## src/rtl/apb_master_pkg.sv

```systemverilog
// Shared types and constants for the APB initiator and its wait-state timer.
package apb_master_pkg;

  localparam int unsigned DATA_W          = 32;
  localparam int unsigned STRB_W          = DATA_W / 8;
  localparam int unsigned DEFAULT_TIMEOUT = 255;

  typedef enum logic [1:0] {
    IDLE   = 2'd0,
    SETUP  = 2'd1,
    ACCESS = 2'd2,
    RESP   = 2'd3
  } apb_state_e;

  // Counter width able to hold 0..limit; a disabled timeout still needs one bit.
  function automatic int unsigned timer_width(input int unsigned limit);
    return (limit == 0) ? 1 : $clog2(limit + 1);
  endfunction

endpackage

```

## src/rtl/apb_wait_timer.sv

```systemverilog
// Saturating ACCESS-cycle counter with synchronous clear/load and an expiry flag.
module apb_wait_timer
  import apb_master_pkg::*;
#(
  parameter int unsigned LIMIT = DEFAULT_TIMEOUT,
  parameter int unsigned CNT_W = timer_width(LIMIT)
) (
  input  logic             CLK,
  input  logic             RESETn,
  input  logic             clr,
  input  logic             load,
  input  logic [CNT_W-1:0] load_val,
  input  logic             en,
  output logic [CNT_W-1:0] count,
  output logic             expired_c
);

  localparam logic [CNT_W-1:0] CNT_MAX = '1;
  localparam int unsigned      LAST    = (LIMIT == 0) ? 0 : LIMIT - 1;

  always_ff @(posedge CLK or negedge RESETn) begin
    if (!RESETn)                          count <= '0;
    else if (clr)                         count <= '0;
    else if (load)                        count <= load_val;
    else if (en && (count != CNT_MAX))    count <= count + CNT_W'(1);
  end

  // Flags the last permitted wait cycle; LIMIT of 0 means never expire.
  assign expired_c = (LIMIT != 0) && (count == CNT_W'(LAST));

endmodule

```

## src/rtl/apb_master.sv

```systemverilog
// APB initiator: one valid/ready request becomes one SETUP+ACCESS transfer with a wait-state timeout.
module apb_master
  import apb_master_pkg::*;
#(
  parameter int unsigned TIMEOUT_CYCLES = DEFAULT_TIMEOUT,
  parameter int unsigned ADDR_W         = 32
) (
  input  logic              CLK,
  input  logic              RESETn,
  input  logic              REQ_VALID,
  output logic              REQ_READY,
  input  logic [ADDR_W-1:0] REQ_ADDR,
  input  logic              REQ_WRITE,
  input  logic [DATA_W-1:0] REQ_WDATA,
  input  logic [STRB_W-1:0] REQ_STRB,
  output logic              RSP_VALID,
  input  logic              RSP_READY,
  output logic [DATA_W-1:0] RSP_RDATA,
  output logic              RSP_ERR,
  output logic              RSP_TIMEOUT,
  output logic              PSEL,
  output logic              PENABLE,
  output logic              PWRITE,
  output logic [ADDR_W-1:0] PADDR,
  output logic [DATA_W-1:0] PWDATA,
  output logic [STRB_W-1:0] PSTRB,
  input  logic              PREADY,
  input  logic              PSLVERR,
  input  logic [DATA_W-1:0] PRDATA
);

  localparam int unsigned CNT_W = timer_width(TIMEOUT_CYCLES);

  apb_state_e        state, state_nxt;
  logic              req_ready_nxt, rsp_valid_nxt, rsp_err_nxt, rsp_timeout_nxt;
  logic              psel_nxt, penable_nxt, pwrite_nxt;
  logic [ADDR_W-1:0] paddr_nxt;
  logic [DATA_W-1:0] pwdata_nxt, rsp_rdata_nxt;
  logic [STRB_W-1:0] pstrb_nxt;
  logic              tmr_clr_c, tmr_en_c, tmr_expired_c;
  logic [CNT_W-1:0]  tmr_count;

  apb_wait_timer #(
    .LIMIT (TIMEOUT_CYCLES),
    .CNT_W (CNT_W)
  ) u_wait_timer (
    .CLK       (CLK),
    .RESETn    (RESETn),
    .clr       (tmr_clr_c),
    .load      (1'b0),
    .load_val  ({CNT_W{1'b0}}),
    .en        (tmr_en_c),
    .count     (tmr_count),
    .expired_c (tmr_expired_c)
  );

  // State and every output are registered; reset drops PSEL/PENABLE/RSP_VALID immediately.
  always_ff @(posedge CLK or negedge RESETn) begin
    if (!RESETn) begin
      state       <= IDLE;
      REQ_READY   <= 1'b0;
      RSP_VALID   <= 1'b0;
      RSP_RDATA   <= '0;
      RSP_ERR     <= 1'b0;
      RSP_TIMEOUT <= 1'b0;
      PSEL        <= 1'b0;
      PENABLE     <= 1'b0;
      PWRITE      <= 1'b0;
      PADDR       <= '0;
      PWDATA      <= '0;
      PSTRB       <= '0;
    end else begin
      state       <= state_nxt;
      REQ_READY   <= req_ready_nxt;
      RSP_VALID   <= rsp_valid_nxt;
      RSP_RDATA   <= rsp_rdata_nxt;
      RSP_ERR     <= rsp_err_nxt;
      RSP_TIMEOUT <= rsp_timeout_nxt;
      PSEL        <= psel_nxt;
      PENABLE     <= penable_nxt;
      PWRITE      <= pwrite_nxt;
      PADDR       <= paddr_nxt;
      PWDATA      <= pwdata_nxt;
      PSTRB       <= pstrb_nxt;
    end
  end

  // Next-state and next-output logic; APB payload and response fields hold by default.
  always_comb begin
    state_nxt       = state;
    req_ready_nxt   = REQ_READY;
    rsp_valid_nxt   = RSP_VALID;
    rsp_rdata_nxt   = RSP_RDATA;
    rsp_err_nxt     = RSP_ERR;
    rsp_timeout_nxt = RSP_TIMEOUT;
    psel_nxt        = PSEL;
    penable_nxt     = PENABLE;
    pwrite_nxt      = PWRITE;
    paddr_nxt       = PADDR;
    pwdata_nxt      = PWDATA;
    pstrb_nxt       = PSTRB;
    tmr_clr_c       = 1'b0;
    tmr_en_c        = 1'b0;

    case (state)
      IDLE: begin
        req_ready_nxt = 1'b1;
        psel_nxt      = 1'b0;
        penable_nxt   = 1'b0;
        if (REQ_VALID && REQ_READY) begin
          state_nxt     = SETUP;
          req_ready_nxt = 1'b0;
          psel_nxt      = 1'b1;
          paddr_nxt     = REQ_ADDR;
          pwrite_nxt    = REQ_WRITE;
          pwdata_nxt    = REQ_WRITE ? REQ_WDATA : '0;
          pstrb_nxt     = REQ_WRITE ? REQ_STRB  : '0;
          tmr_clr_c     = 1'b1;
        end
      end

      SETUP: begin
        state_nxt   = ACCESS;
        penable_nxt = 1'b1;
      end

      ACCESS: begin
        tmr_en_c = 1'b1;
        // PREADY takes priority over an expiry landing in the same cycle.
        if (PREADY) begin
          state_nxt       = RESP;
          psel_nxt        = 1'b0;
          penable_nxt     = 1'b0;
          rsp_valid_nxt   = 1'b1;
          rsp_rdata_nxt   = PWRITE ? '0 : PRDATA;
          rsp_err_nxt     = PSLVERR;
          rsp_timeout_nxt = 1'b0;
        end else if (tmr_expired_c) begin
          state_nxt       = RESP;
          psel_nxt        = 1'b0;
          penable_nxt     = 1'b0;
          rsp_valid_nxt   = 1'b1;
          rsp_rdata_nxt   = '0;
          rsp_err_nxt     = 1'b1;
          rsp_timeout_nxt = 1'b1;
        end
      end

      RESP: begin
        if (RSP_READY) begin
          state_nxt     = IDLE;
          rsp_valid_nxt = 1'b0;
          req_ready_nxt = 1'b1;
        end
      end

      default: begin
        state_nxt     = IDLE;
        req_ready_nxt = 1'b0;
        rsp_valid_nxt = 1'b0;
        psel_nxt      = 1'b0;
        penable_nxt   = 1'b0;
      end
    endcase
  end

endmodule

```

## config.mk

```make
export PLATFORM = sky130hd
export DESIGN_NAME = apb_master
export DESIGN_NICKNAME = d
export VERILOG_FILES = /design/src/rtl/apb_master_pkg.sv /design/src/rtl/apb_wait_timer.sv /design/src/rtl/apb_master.sv
export SDC_FILE = /design/constraint.sdc
export NUM_CORES = 1
export LEC_CHECK = 0
export BUFFER_PORTS_ARGS = -buffer_cell sky130_fd_sc_hd__buf_2
export CAP_MARGIN = 5
export CELL_PAD_IN_SITES_DETAIL_PLACEMENT = 0
export CELL_PAD_IN_SITES_GLOBAL_PLACEMENT = 2
export CORE_MARGIN = 4
export CORE_UTILIZATION = 25
export DETAILED_ROUTE_END_ITERATION = 12
export PLACE_DENSITY_LB_ADDON = 0.15
export SKIP_CTS_REPAIR_TIMING = 1
export SYNTH_ARGS = -nofsm -noshare
export SYNTH_HDL_FRONTEND = slang
export SYNTH_SLANG_ARGS = --single-unit
```

## constraint.sdc

```tcl
create_clock -name CLK -period 1.5 [get_ports CLK]
set_input_delay 0.15 -clock CLK [delete_from_list [all_inputs] [get_ports CLK]]
set_output_delay 0.15 -clock CLK [all_outputs]
set_load 0.01 [all_outputs]
```

After elaboration in Yosys (flattened, before gate mapping). Index checks and enable logic that the tools add are counted.

Input port bits: 107. Logic and storage cells: 66. Bits in registers: 117.

Multiplexer cells: 28. $add $sub $neg: 1. Equality and inequality tests: 8. Reduce and logical (&&, ||, !) cells: 16.

Operators with widths (count): 2-to-1 mux 32 bit (4); 2-to-1 mux 8 bit (2); 2-to-1 mux 1 bit (12); AND reduction 2 bit (5); nonzero test 2 bit (5); adder 8 x 1 -> 8 bit (second input constant) (1); == test 8 bit (second input constant) (1); 2-to-1 mux 2 bit (4); != test 8 bit (second input constant) (1); case mux 2 bit (4 select lines) (1); case mux 1 bit (2 select lines) (3); AND reduction 3 bit (2); == test 2 bit (second input constant) (2); 2-to-1 mux 4 bit (1); != test 2 bit (second input constant) (2); != test 3 bit (second input constant) (1); case mux 1 bit (3 select lines) (1); nonzero test 3 bit (1); == test 2 x 1 -> 1 bit (second input constant) (1); logical AND 1 bit (2); logical NOT 2 bit (1).

Longest topological paths before layout. Gate-level depths: netlist (run 1).

Word-level depth: 5. Depth in mapped cells: 8. Mapped depth without buffers: 5.

Modules after synthesis. A second synthesis (run 1) with hierarchy kept.

Cells, all modules: 469. Area, all modules: 4983.5 um^2.

By module, submodules not included: apb_master (area each 4423.0 um^2, seq. area each 2727.6 um^2, cells an instance 409, times used 1); apb_wait_timer (area each 560.5 um^2, seq. area each 200.2 um^2, cells an instance 60, times used 1).

Worst setup path before layout (run 1). OpenSTA, ideal clock, no wires.

Path kind: reg2reg. From: reg state[0]. To: reg RSP_RDATA[0]. Path slack: -0.066 ns. Library setup time: 0.124 ns. Buffers on the path: 3. Required time: 1.376 ns. Arrival: 1.442 ns. Stages on the path, launching flop included: 9. Cell sequence: dfrtp_1 > inv_1 > ha_1 > buf_2 > and3b_1 > buf_2 > buf_2 > a22oi_1 > nand2_1.

Cells in the longest elaborated chain, start to end: 2.

Ends and longest elaborated chain: start: declaration (line apb_master.sv:34) `apb_state_e state, state_nxt;`; start signal: assignment (line apb_master.sv:73) `state <= state_nxt;`; == test 2 bit (line apb_master.sv:105) `case (state)`; AND reduction 2 bit (no source line); end signal: assignment (line apb_master.sv:76) `RSP_RDATA <= rsp_rdata_nxt;`; end: declaration (line apb_master.sv:18) `output logic [DATA_W-1:0] RSP_RDATA,`.

No other way between the ends. A chain may end at the register's enable or synchronous reset.

Worst setup path in the final report (run 1).
From: reg state[1]. To: reg PWDATA[17].

Cells in the longest elaborated chain, start to end: 2.

Ends and longest elaborated chain: logical NOT 2 bit (line apb_master.sv:105); AND reduction 2 bit (no source line); end signal: assignment (line apb_master.sv:83) `PWDATA <= pwdata_nxt;`; end: declaration (line apb_master.sv:25) `output logic [DATA_W-1:0] PWDATA,`.

No other way between the ends.

==> impl_metrics.env, run 1 <==
export IMPL_power_density_nw_per_um2=1880
export IMPL_r2r_start="state[1]"
export IMPL_synth_cell_types=43
export IMPL_coreArea_um2=20200
export IMPL_firstDrtPassIters=5
export IMPL_whs_ns=-0.0335
export IMPL_path_max_fanout=7
export IMPL_rr_worst_depth=8
export IMPL_relSlewSlack_pct=69.0
export IMPL_wl_per_cell_um=15.8
export IMPL_grt_max_degree=58
export IMPL_avgSynthCellArea_um2=9.39
export IMPL_area_delta_synth_final_pct=75.1
export IMPL_mostFrequentLayoutCell="buf_2"
export IMPL_die_w_um=152
export IMPL_violations="negative hold slack, negative setup slack"
export IMPL_num_nets_final=1001
export IMPL_worstMarginPinSlew_ns=0.464
export IMPL_viasPerCell=4.51
export IMPL_die_area_um2=23000
export IMPL_hold_viol_final=7
export IMPL_ys_ff_latch=117
export IMPL_synth_nets=663
export IMPL_initial_core_util_pct=25.5
export IMPL_die_y_um=152
export IMPL_synth_edf_count=0
export IMPL_synth_main_ff_cell="dfrtp_1"
export IMPL_hold_end="PWDATA[15]"
export IMPL_clk_pin_slew_ns=0.06
export IMPL_place_inst=1024
export IMPL_syn_inst=549
export IMPL_ctsRootBufferMaster="clkbuf_16"
export IMPL_drt_iter0_markers=159
export IMPL_fmax_mhz=658
export IMPL_critPathSlowestCell="dfrtp_2"
export IMPL_clock_sinks=117
export IMPL_ios=214
export IMPL_async_flop_share_pct=100
export IMPL_rrSetupSlack_ns=-0.02
export IMPL_cts_max_path_buffers=2
export IMPL_status="finished, violations left"
export IMPL_cts_tree="built"
export IMPL_synth_seq_area_share_pct=56.8
export IMPL_end_kind="register"
export IMPL_clk_latency_ns=0.41
export IMPL_slew_viol_final=0
export IMPL_antenna_found_initial=0
export IMPL_crit_path_start_kind="register"
export IMPL_cts_buffers=17
export IMPL_port_buffer_count=213
export IMPL_grt_pass1_wl_mm=25.6
export IMPL_crit_type="reg -> reg"
export IMPL_ant_nets=0
export IMPL_rr_endpoint="PWDATA[17]"
export IMPL_min_path_type="in -> reg"
export IMPL_routabilityCongestion=0.790
export IMPL_slowest_delay_ns=0.43
export IMPL_yosys_warnings=0
export IMPL_grt_overflow_total=0
export IMPL_finalSetupViolCount=11
export IMPL_p_leak_nw=4.40
export IMPL_drive_above_1_share_pct=45.2
export IMPL_crit_chain="inv_2, ha_4, buf_6, nand3_4, clkbuf_16, clkbuf_16, nand2_1, nand2_1"
export IMPL_grt_pass1_vias=4929
export IMPL_arrival_ns=1.83
export IMPL_grt_use_total_pct=14.2
export IMPL_stdcell_count=1171
export IMPL_post_route_drc_count=0
export IMPL_layout_common_cells="buf_2, nand2_1, dfrtp_1"
export IMPL_wirelength_mm=18.5
export IMPL_fin_area_um2=9030
export IMPL_num_vias=5281
export IMPL_num_rows=52
export IMPL_dp_hpwl_mm=11.5
export IMPL_setup_ws_ns=-0.0209
export IMPL_rsz0062_at_grt="true"
export IMPL_min_period_ns=1.52
export IMPL_htreeDepth=4
export IMPL_cap_violations=0
export IMPL_hp_start="REQ_WDATA[15]"
export IMPL_holdPathStages=3
export IMPL_ir_worst_vdd_mv=0.854
export IMPL_crit_required_ns=1.81
export IMPL_placed_cell_area_um2=6710
export IMPL_syn_area_um2=5150
export IMPL_fin_skew_ns=0.00734
export IMPL_period_share_pct=101
export IMPL_n_fill_cell=1966
-- registers in the layout, summed over array words and instances, names as in the netlist, 2 cells and up --
| register | flops |
|---|---|
| PADDR | 32 |
| PWDATA | 32 |
| RSP_RDATA | 32 |
| u_wait_timer.count | 8 |
| PSTRB | 4 |
| state | 2 |
-- layout make-up --
cell class	instances	area [um^2]	share of cell area, %
Tap cell	270	338	3.74
Multi-Input combinational cell	383	2470	27.4
Timing Repair Buffer	360	2720	30.1
Sequential cell	117	2930	32.5
Inverter	8	30.0	0.333
Clock buffer	22	454	5.03
Clock inverter	10	82.6	0.915
Antenna cell	1	2.50	0.0277
-- worst max-delay path, delay by kind of cell, from the launching register on --
kind	cells	cell delay, ns
and+or+nand+nor	3	0.22
buffers and inverters	4	0.59
DFF	1	0.43
adders and majority gates	1	0.17
-- how the worst max path moves through the flow --
stage | slack, ns | cells past startpoint | startpoint | endpoint
2_1_floorplan | 0.005 | 8 | state[0] | RSP_RDATA[0]
3_3_place_gp | -0.02 | 6 | state[0] | PWDATA[2]
3_5_place_dp | -0.09 | 6 | state[0] | PWDATA[21]
4_1_cts | -0.11 | 6 | state[0] | PWDATA[21]
5_1_grt | -0.08 | 8 | state[1] | PWDATA[17]
6_report | -0.02 | 8 | state[1] | PWDATA[17]
-- cell families (layout without fill, tap and decap cells) --
group                      Yosys count  in the layout  synth area share, %
other                                0              1                    0
muxes                                2              2                0.388
AOI/OAI and AO/OA                   99             99                 14.4
buffers and inverters               50            400                 4.61
adders and majority gates            7              7                 1.70
DFF                                117            117                 56.8
and+or+nand+nor                    274            275                 22.1
-- routing by layer --
metal | up-vias | wire [um] | global-route usage (%)
met1 | 2538 | 8020 | 17.6
li1 | 2563 | - | -
met5 | - | 0 | 0
met4 | 0 | 314 | 5.26
met2 | 154 | 9170 | 23.5
met3 | 26 | 965 | 4.13
-- stage by stage --
stage / util [%] / setup TNS (ns) / setup slack, ns / power [W]
floorplan: - / 0 / 0.00517 / 0.00864
finish: 44.6 / -0.0898 / -0.0209 / 0.0170
global placement: 33.1 / -0.576 / -0.0249 / 0.0111
CTS: 35.8 / -4.54 / -0.111 / 0.0152
detailed placement: 33.1 / -3.31 / -0.0931 / 0.0113
global route: 44.6 / -3.31 / -0.0801 / 0.0181
-- synthesized netlist by cell type, types with 2 or more instances --
master | instances | area, um^2
a211oi_1 | 3 | 22.5
nor3_1 | 3 | 15.0
buf_2 | 24 | 120
o211ai_1 | 37 | 278
a21oi_1 | 7 | 35.0
a22oi_1 | 32 | 240
mux2i_1 | 2 | 20.0
nand2_1 | 213 | 800
o21ai_0 | 3 | 15.0
nand3_1 | 40 | 200
and3_1 | 3 | 18.8
nor2b_1 | 2 | 12.5
inv_1 | 7 | 26.3
ha_1 | 7 | 87.6
clkbuf_1 | 13 | 48.8
buf_4 | 3 | 22.5
a31oi_1 | 3 | 18.8
nor2_1 | 2 | 7.51
nand4_1 | 4 | 25.0
nand2b_1 | 2 | 12.5
dfrtp_1 | 117 | 2930
-- power by group --
group	internal [W]	switching, W
registers	0.00456	0.00117
logic	0.00373	0.00375
clock network	0.00230	0.00147
total	0.0106	0.00639
Note: power is estimated with default switching activity, not from simulation.
==> run 2, diff against run 1 <==
--- a/config.mk
+++ b/config.mk
@@ -12,7 +12,7 @@
 export CORE_MARGIN = 4
 export CORE_UTILIZATION = 25
 export DETAILED_ROUTE_END_ITERATION = 12
-export PLACE_DENSITY_LB_ADDON = 0.15
+export PLACE_DENSITY_LB_ADDON = 0.1
 export SKIP_CTS_REPAIR_TIMING = 1
 export SYNTH_ARGS = -nofsm -noshare
 export SYNTH_HDL_FRONTEND = slang
==> impl_metrics.env, run 2 (synthesis gave the netlist of run 1 again) <==
export IMPL_status="finished, violations left"
export IMPL_violations="negative hold slack"
export IMPL_combPwrFrac_pct=41.1
export IMPL_die_area_um2=23000
export IMPL_pwr_share_seq_pct=33.4
export IMPL_worst_path_stages=7
export IMPL_clkPwrFrac_pct=25.4
export IMPL_firstDrtPassIters=4
export IMPL_arrival_ns=1.80
export IMPL_crit_required_ns=1.80
export IMPL_grt_pass1_wl_mm=25.9
export IMPL_num_vias=5195
export IMPL_min_path_type="in -> reg"
export IMPL_dp_hpwl_mm=11.4
export IMPL_p_leak_nw=4.31
export IMPL_ir_worst_vdd_mv=1.03
export IMPL_grt_use_total_pct=14.3
export IMPL_finalSetupViolCount=0
export IMPL_wl_per_cell_um=15.7
export IMPL_crit_path_start_kind="register"
export IMPL_grt_max_degree=56
export IMPL_clock_sinks=117
export IMPL_slowest_delay_ns=0.42
export IMPL_grt_pass1_vias=4858
export IMPL_rsz0062_at_grt="true"
export IMPL_ios=214
export IMPL_ant_nets=0
export IMPL_mostFrequentLayoutCell="buf_2"
export IMPL_area_delta_synth_final_pct=69.0
export IMPL_power_density_nw_per_um2=1900
export IMPL_die_w_um=152
export IMPL_tns_ns=0
export IMPL_rr_worst_depth=7
export IMPL_diodes=0
export IMPL_relSlewSlack_pct=73.6
export IMPL_num_rows=52
export IMPL_cts_tree="built"
export IMPL_layout_common_cells="buf_2, nand2_1, dfrtp_1"
export IMPL_switchingPower_w=0.00598
export IMPL_cp_num_buf_inv=3
export IMPL_htreeDepth=4
export IMPL_p_sw_share_pct=36.1
export IMPL_grt_overflow_total=0
export IMPL_end_kind="register"
export IMPL_setup_ws_ns=0.00539
export IMPL_whs_ns=-0.0320
export IMPL_reg_top3="PADDR x32, PWDATA x32, RSP_RDATA x32"
export IMPL_drive_above_1_share_pct=37.5
export IMPL_crit_type="reg -> reg"
export IMPL_cts_max_path_buffers=2
export IMPL_wirelength_mm=18.2
export IMPL_initial_core_util_pct=25.5
export IMPL_viasPerCell=4.48
export IMPL_antenna_found_initial=1
export IMPL_period_share_pct=99.6
export IMPL_fin_skew_ns=0.00850
export IMPL_cell_internal_pwr_w=0.0106
export IMPL_port_buffer_count=213
export IMPL_num_nets_final=991
export IMPL_ctsRootBufferMaster="clkbuf_16"
export IMPL_crit_chain="inv_2, ha_4, buf_6, nand3_4, clkbuf_16, nand2_1, nand2_1"
export IMPL_slew_viol_final=0
export IMPL_dp_slack_ns=-0.00534
export IMPL_clk_pin_slew_ns=0.06
export IMPL_hold_viol_final=5
export IMPL_coreArea_um2=20200
export IMPL_cap_violations=0
export IMPL_worstMarginPinSlew_ns=0.396
export IMPL_clk_latency_ns=0.41
export IMPL_critPathSlowestCell="dfrtp_1"
export IMPL_path_common_cell="nand2_1"
export IMPL_min_period_ns=1.49
export IMPL_drt_iter0_markers=215
export IMPL_holdPathStages=3
export IMPL_cp_top_family="buffers and inverters"
export IMPL_routabilityCongestion=0.746
export IMPL_post_route_drc_count=0
export IMPL_fmax_mhz=669
export IMPL_rrSetupSlack_ns=0.005
export IMPL_path_max_fanout=25
export IMPL_cts_buffers=17
export IMPL_die_y_um=152
[run 2: cell types whose count changed in the layout (fill, tap and decap cells not counted), sizes merged]
cell         before  now
clkinvlp          3    2
dlygate4sd3      95   97
and3              4    3
diode             1    0
clkinv            7    5
bufinv            1    3
buf             257  247
[run 2: layout make-up]
| cell class | instances | area [um^2] |
|---|---|---|
| flip-flops and latches | 117 | 2930 |
| clock buffers | 23 | 478 |
| repair buffers | 351 | 2610 |
| clock inverters | 9 | 125 |
| well taps | 270 | 338 |
| inverters | 8 | 30.0 |
| multi-input cells | 382 | 2200 |
| fillers | 2004 | 11500 |
[run 2: power groups by stage]
stage / registers (W) / logic, W / clock network (W)
floorplan: 0.00599 / 0.00265 / 0
global placement: 0.00544 / 0.00576 / 0
detailed placement: 0.00548 / 0.00587 / 0
CTS: 0.00547 / 0.00587 / 0.00430
global route: 0.00572 / 0.00757 / 0.00449
finish: 0.00553 / 0.00680 / 0.00421
[run 2: metal layers]
metal | part of all wire (%) | global-route usage [%] | vias up
met5 | 0.071 | 0 | -
met2 | 47 | 22.7 | 148
met4 | 0.59 | 3.50 | 2
li1 | - | - | 2536
met1 | 45 | 18.1 | 2502
met3 | 7.1 | 6.25 | 7
[run 2: final timing paths]
path,from,endpoint
max,state[1],PADDR[28]
min,REQ_WDATA[5],PWDATA[5]
max reg2reg,state[1],PADDR[28]
min reg2reg,PSTRB[1],PSTRB[1]
max in group asynchronous,RESETn,PWDATA[18]
min in group asynchronous,RESETn,RSP_RDATA[22]
[run 2: worst min-delay path, stage by stage]
cell	delay [ns]
buf_2	0.08
nand3_1	0.06
nand2_1	0.06
[run 2: per-stage QoR]
| step | std cells | util, % | area (um^2) | total power, W |
|---|---|---|---|---|
| after global routing | 1160 | 43.0 | 8710 | 0.0178 |
| after detailed placement | 1018 | 33.0 | 6690 | 0.0114 |
| after floorplan | 549 | - | 5180 | 0.00864 |
| final | 1160 | 43.0 | 8710 | 0.0165 |
| after global placement | 1018 | 33.0 | 6690 | 0.0112 |
| after CTS | 1050 | 36.0 | 7290 | 0.0156 |
==> run 3, diff against run 2 <==
--- a/config.mk
+++ b/config.mk
@@ -5,13 +5,14 @@
 export SDC_FILE = /design/constraint.sdc
 export NUM_CORES = 1
 export LEC_CHECK = 0
-export BUFFER_PORTS_ARGS = -buffer_cell sky130_fd_sc_hd__buf_2
 export CAP_MARGIN = 5
 export CELL_PAD_IN_SITES_DETAIL_PLACEMENT = 0
 export CELL_PAD_IN_SITES_GLOBAL_PLACEMENT = 2
 export CORE_MARGIN = 4
-export CORE_UTILIZATION = 25
+export CORE_UTILIZATION = 32
+export CTS_CLUSTER_DIAMETER = 30
 export DETAILED_ROUTE_END_ITERATION = 12
+export DONT_BUFFER_PORTS = 1
 export PLACE_DENSITY_LB_ADDON = 0.1
 export SKIP_CTS_REPAIR_TIMING = 1
 export SYNTH_ARGS = -nofsm -noshare
==> impl_metrics.env, run 3 (synthesis gave the netlist of run 1 again) <==
export IMPL_grt_use_total_pct=15.8
export IMPL_power_density_nw_per_um2=2010
export IMPL_cell_internal_pwr_w=0.00970
export IMPL_reg_top3="PADDR x32, PWDATA x32, RSP_RDATA x32"
export IMPL_antenna_found_initial=0
export IMPL_crit_required_ns=1.80
export IMPL_rsz0062_at_grt="true"
export IMPL_clk_pin_slew_ns=0.06
export IMPL_port_buffer_count=0
export IMPL_cts_max_path_buffers=2
export IMPL_cap_violations=0
export IMPL_die_area_um2=18200
export IMPL_min_path_type="in -> async"
export IMPL_wirelength_mm=16.2
export IMPL_wl_per_cell_um=17.9
export IMPL_fin_area_um2=7660
export IMPL_min_period_ns=1.48
export IMPL_finalSetupViolCount=0
export IMPL_post_route_drc_count=0
export IMPL_grt_overflow_total=0
export IMPL_p_sw_share_pct=37.0
export IMPL_num_nets_final=789
export IMPL_path_max_fanout=7
export IMPL_switchingPower_w=0.00570
export IMPL_slew_viol_final=0
export IMPL_end_kind="register"
export IMPL_mostFrequentLayoutCell="nand2_1"
export IMPL_area_delta_synth_final_pct=48.6
export IMPL_worstMarginPinSlew_ns=0.378
export IMPL_crit_type="reg -> reg"
export IMPL_ios=214
export IMPL_ctsRootBufferMaster="clkbuf_16"
export IMPL_period_share_pct=98.7
export IMPL_relSlewSlack_pct=74.8
export IMPL_die_y_um=135
export IMPL_clock_sinks=117
export IMPL_num_rows=46
export IMPL_status="finished, violations left"
export IMPL_drive_above_1_share_pct=19.2
export IMPL_ir_worst_vdd_mv=0.808
export IMPL_initial_core_util_pct=32.6
export IMPL_arrival_ns=1.78
export IMPL_tns_ns=0
export IMPL_fmax_mhz=676
export IMPL_grt_max_degree=118
export IMPL_htreeDepth=4
export IMPL_layout_common_cells="nand2_1, dfrtp_1, dlygate4sd3_1"
export IMPL_grt_pass1_vias=4187
export IMPL_clk_latency_ns=0.41
export IMPL_die_w_um=135
export IMPL_cts_tree="built"
export IMPL_drt_iter0_markers=217
export IMPL_num_vias=4572
export IMPL_cts_buffers=17
export IMPL_whs_ns=-0.569
export IMPL_viasPerCell=5.06
export IMPL_routabilityCongestion=0.773
export IMPL_firstDrtPassIters=7
export IMPL_crit_path_start_kind="register"
export IMPL_dp_hpwl_mm=9.66
export IMPL_violations="negative hold slack"
export IMPL_pwr_share_seq_pct=42.2
export IMPL_clkPwrFrac_pct=28.1
export IMPL_grt_pass1_wl_mm=22.7
export IMPL_fin_skew_ns=0.00312
export IMPL_placed_cell_area_um2=5510
export IMPL_diodes=0
export IMPL_p_leak_nw=3.49
export IMPL_hold_viol_final=117
export IMPL_coreArea_um2=15800
export IMPL_combPwrFrac_pct=29.7
export IMPL_ant_nets=0
-- run 3: cell types whose count changed in the layout (fill, tap and decap cells not counted), moves of 7 or more --
cell	before	now
a22oi_1	13	27
a22oi_2	19	5
buf_2	212	0
nand2_1	197	182
nand2_2	16	24
nand2_4	0	7
-- run 3: metal layers --
| metal | vias to the layer above | track usage, % | routed length [um] |
|---|---|---|---|
| met5 | - | 0 | 0 |
| met3 | 22 | 5.89 | 1030 |
| met2 | 157 | 24.7 | 8090 |
| li1 | 2149 | - | - |
| met1 | 2244 | 19.6 | 6810 |
| met4 | 0 | 6.79 | 276 |
-- run 3: path summary, 6_finish.rpt --
kind,start,to,slack (ns),depth (start not counted)
setup / recovery,state[1],PADDR[15],0.02,8
setup reg to reg,state[1],PADDR[15],0.02,8
min in group CLK,PREADY,state[1],0,3
max in group asynchronous,RESETn,u_wait_timer.count[7],1.89,0
hold / removal,RESETn,RSP_RDATA[10],-0.57,0
hold reg to reg,PWDATA[17],PWDATA[17],0.53,2
-- run 3: cell type report --
| class | instances | area, um^2 |
|---|---|---|
| clock buffers | 17 | 425 |
| clock inverters | 15 | 204 |
| fillers | 1441 | 8170 |
| inverters | 8 | 30.0 |
| multi-input cells | 383 | 2200 |
| flip-flops and latches | 117 | 2930 |
| well taps | 216 | 270 |
| repair buffers | 148 | 1600 |
-- run 3: stage by stage --
stage	hold WS [ns]	utilization, %	setup slack (ns)	cells	total power, W
after detailed placement	-0.143	34.8	-0.0251	753	0.00994
after CTS	-0.591	38.8	-0.0555	785	0.0144
after global placement	-0.143	34.8	-0.0422	753	0.00978
after floorplan	-0.146	-	0.00517	549	0.00864
after global routing	-0.593	48.4	-0.0484	904	0.0164
final	-0.569	48.4	0.0197	904	0.0154
-- run 3: critical path: stages, from the launching register on --
cell and delay (ns):
dfrtp_2 0.45, inv_2 0.09, ha_4 0.15, buf_6 0.11, nand3_4 0.09, buf_12 0.18
clkbuf_16 0.17, nand2_2 0.07, nand2_1 0.05
-- run 3: power groups by stage --
stage | Combinational [W] | Sequential (W) | Clock, W
4_1_cts | 0.00350 | 0.00641 | 0.00445
3_5_place_dp | 0.00350 | 0.00644 | 0
6_report | 0.00458 | 0.00650 | 0.00432
3_3_place_gp | 0.00335 | 0.00643 | 0
5_1_grt | 0.00516 | 0.00668 | 0.00459
2_1_floorplan | 0.00265 | 0.00599 | 0
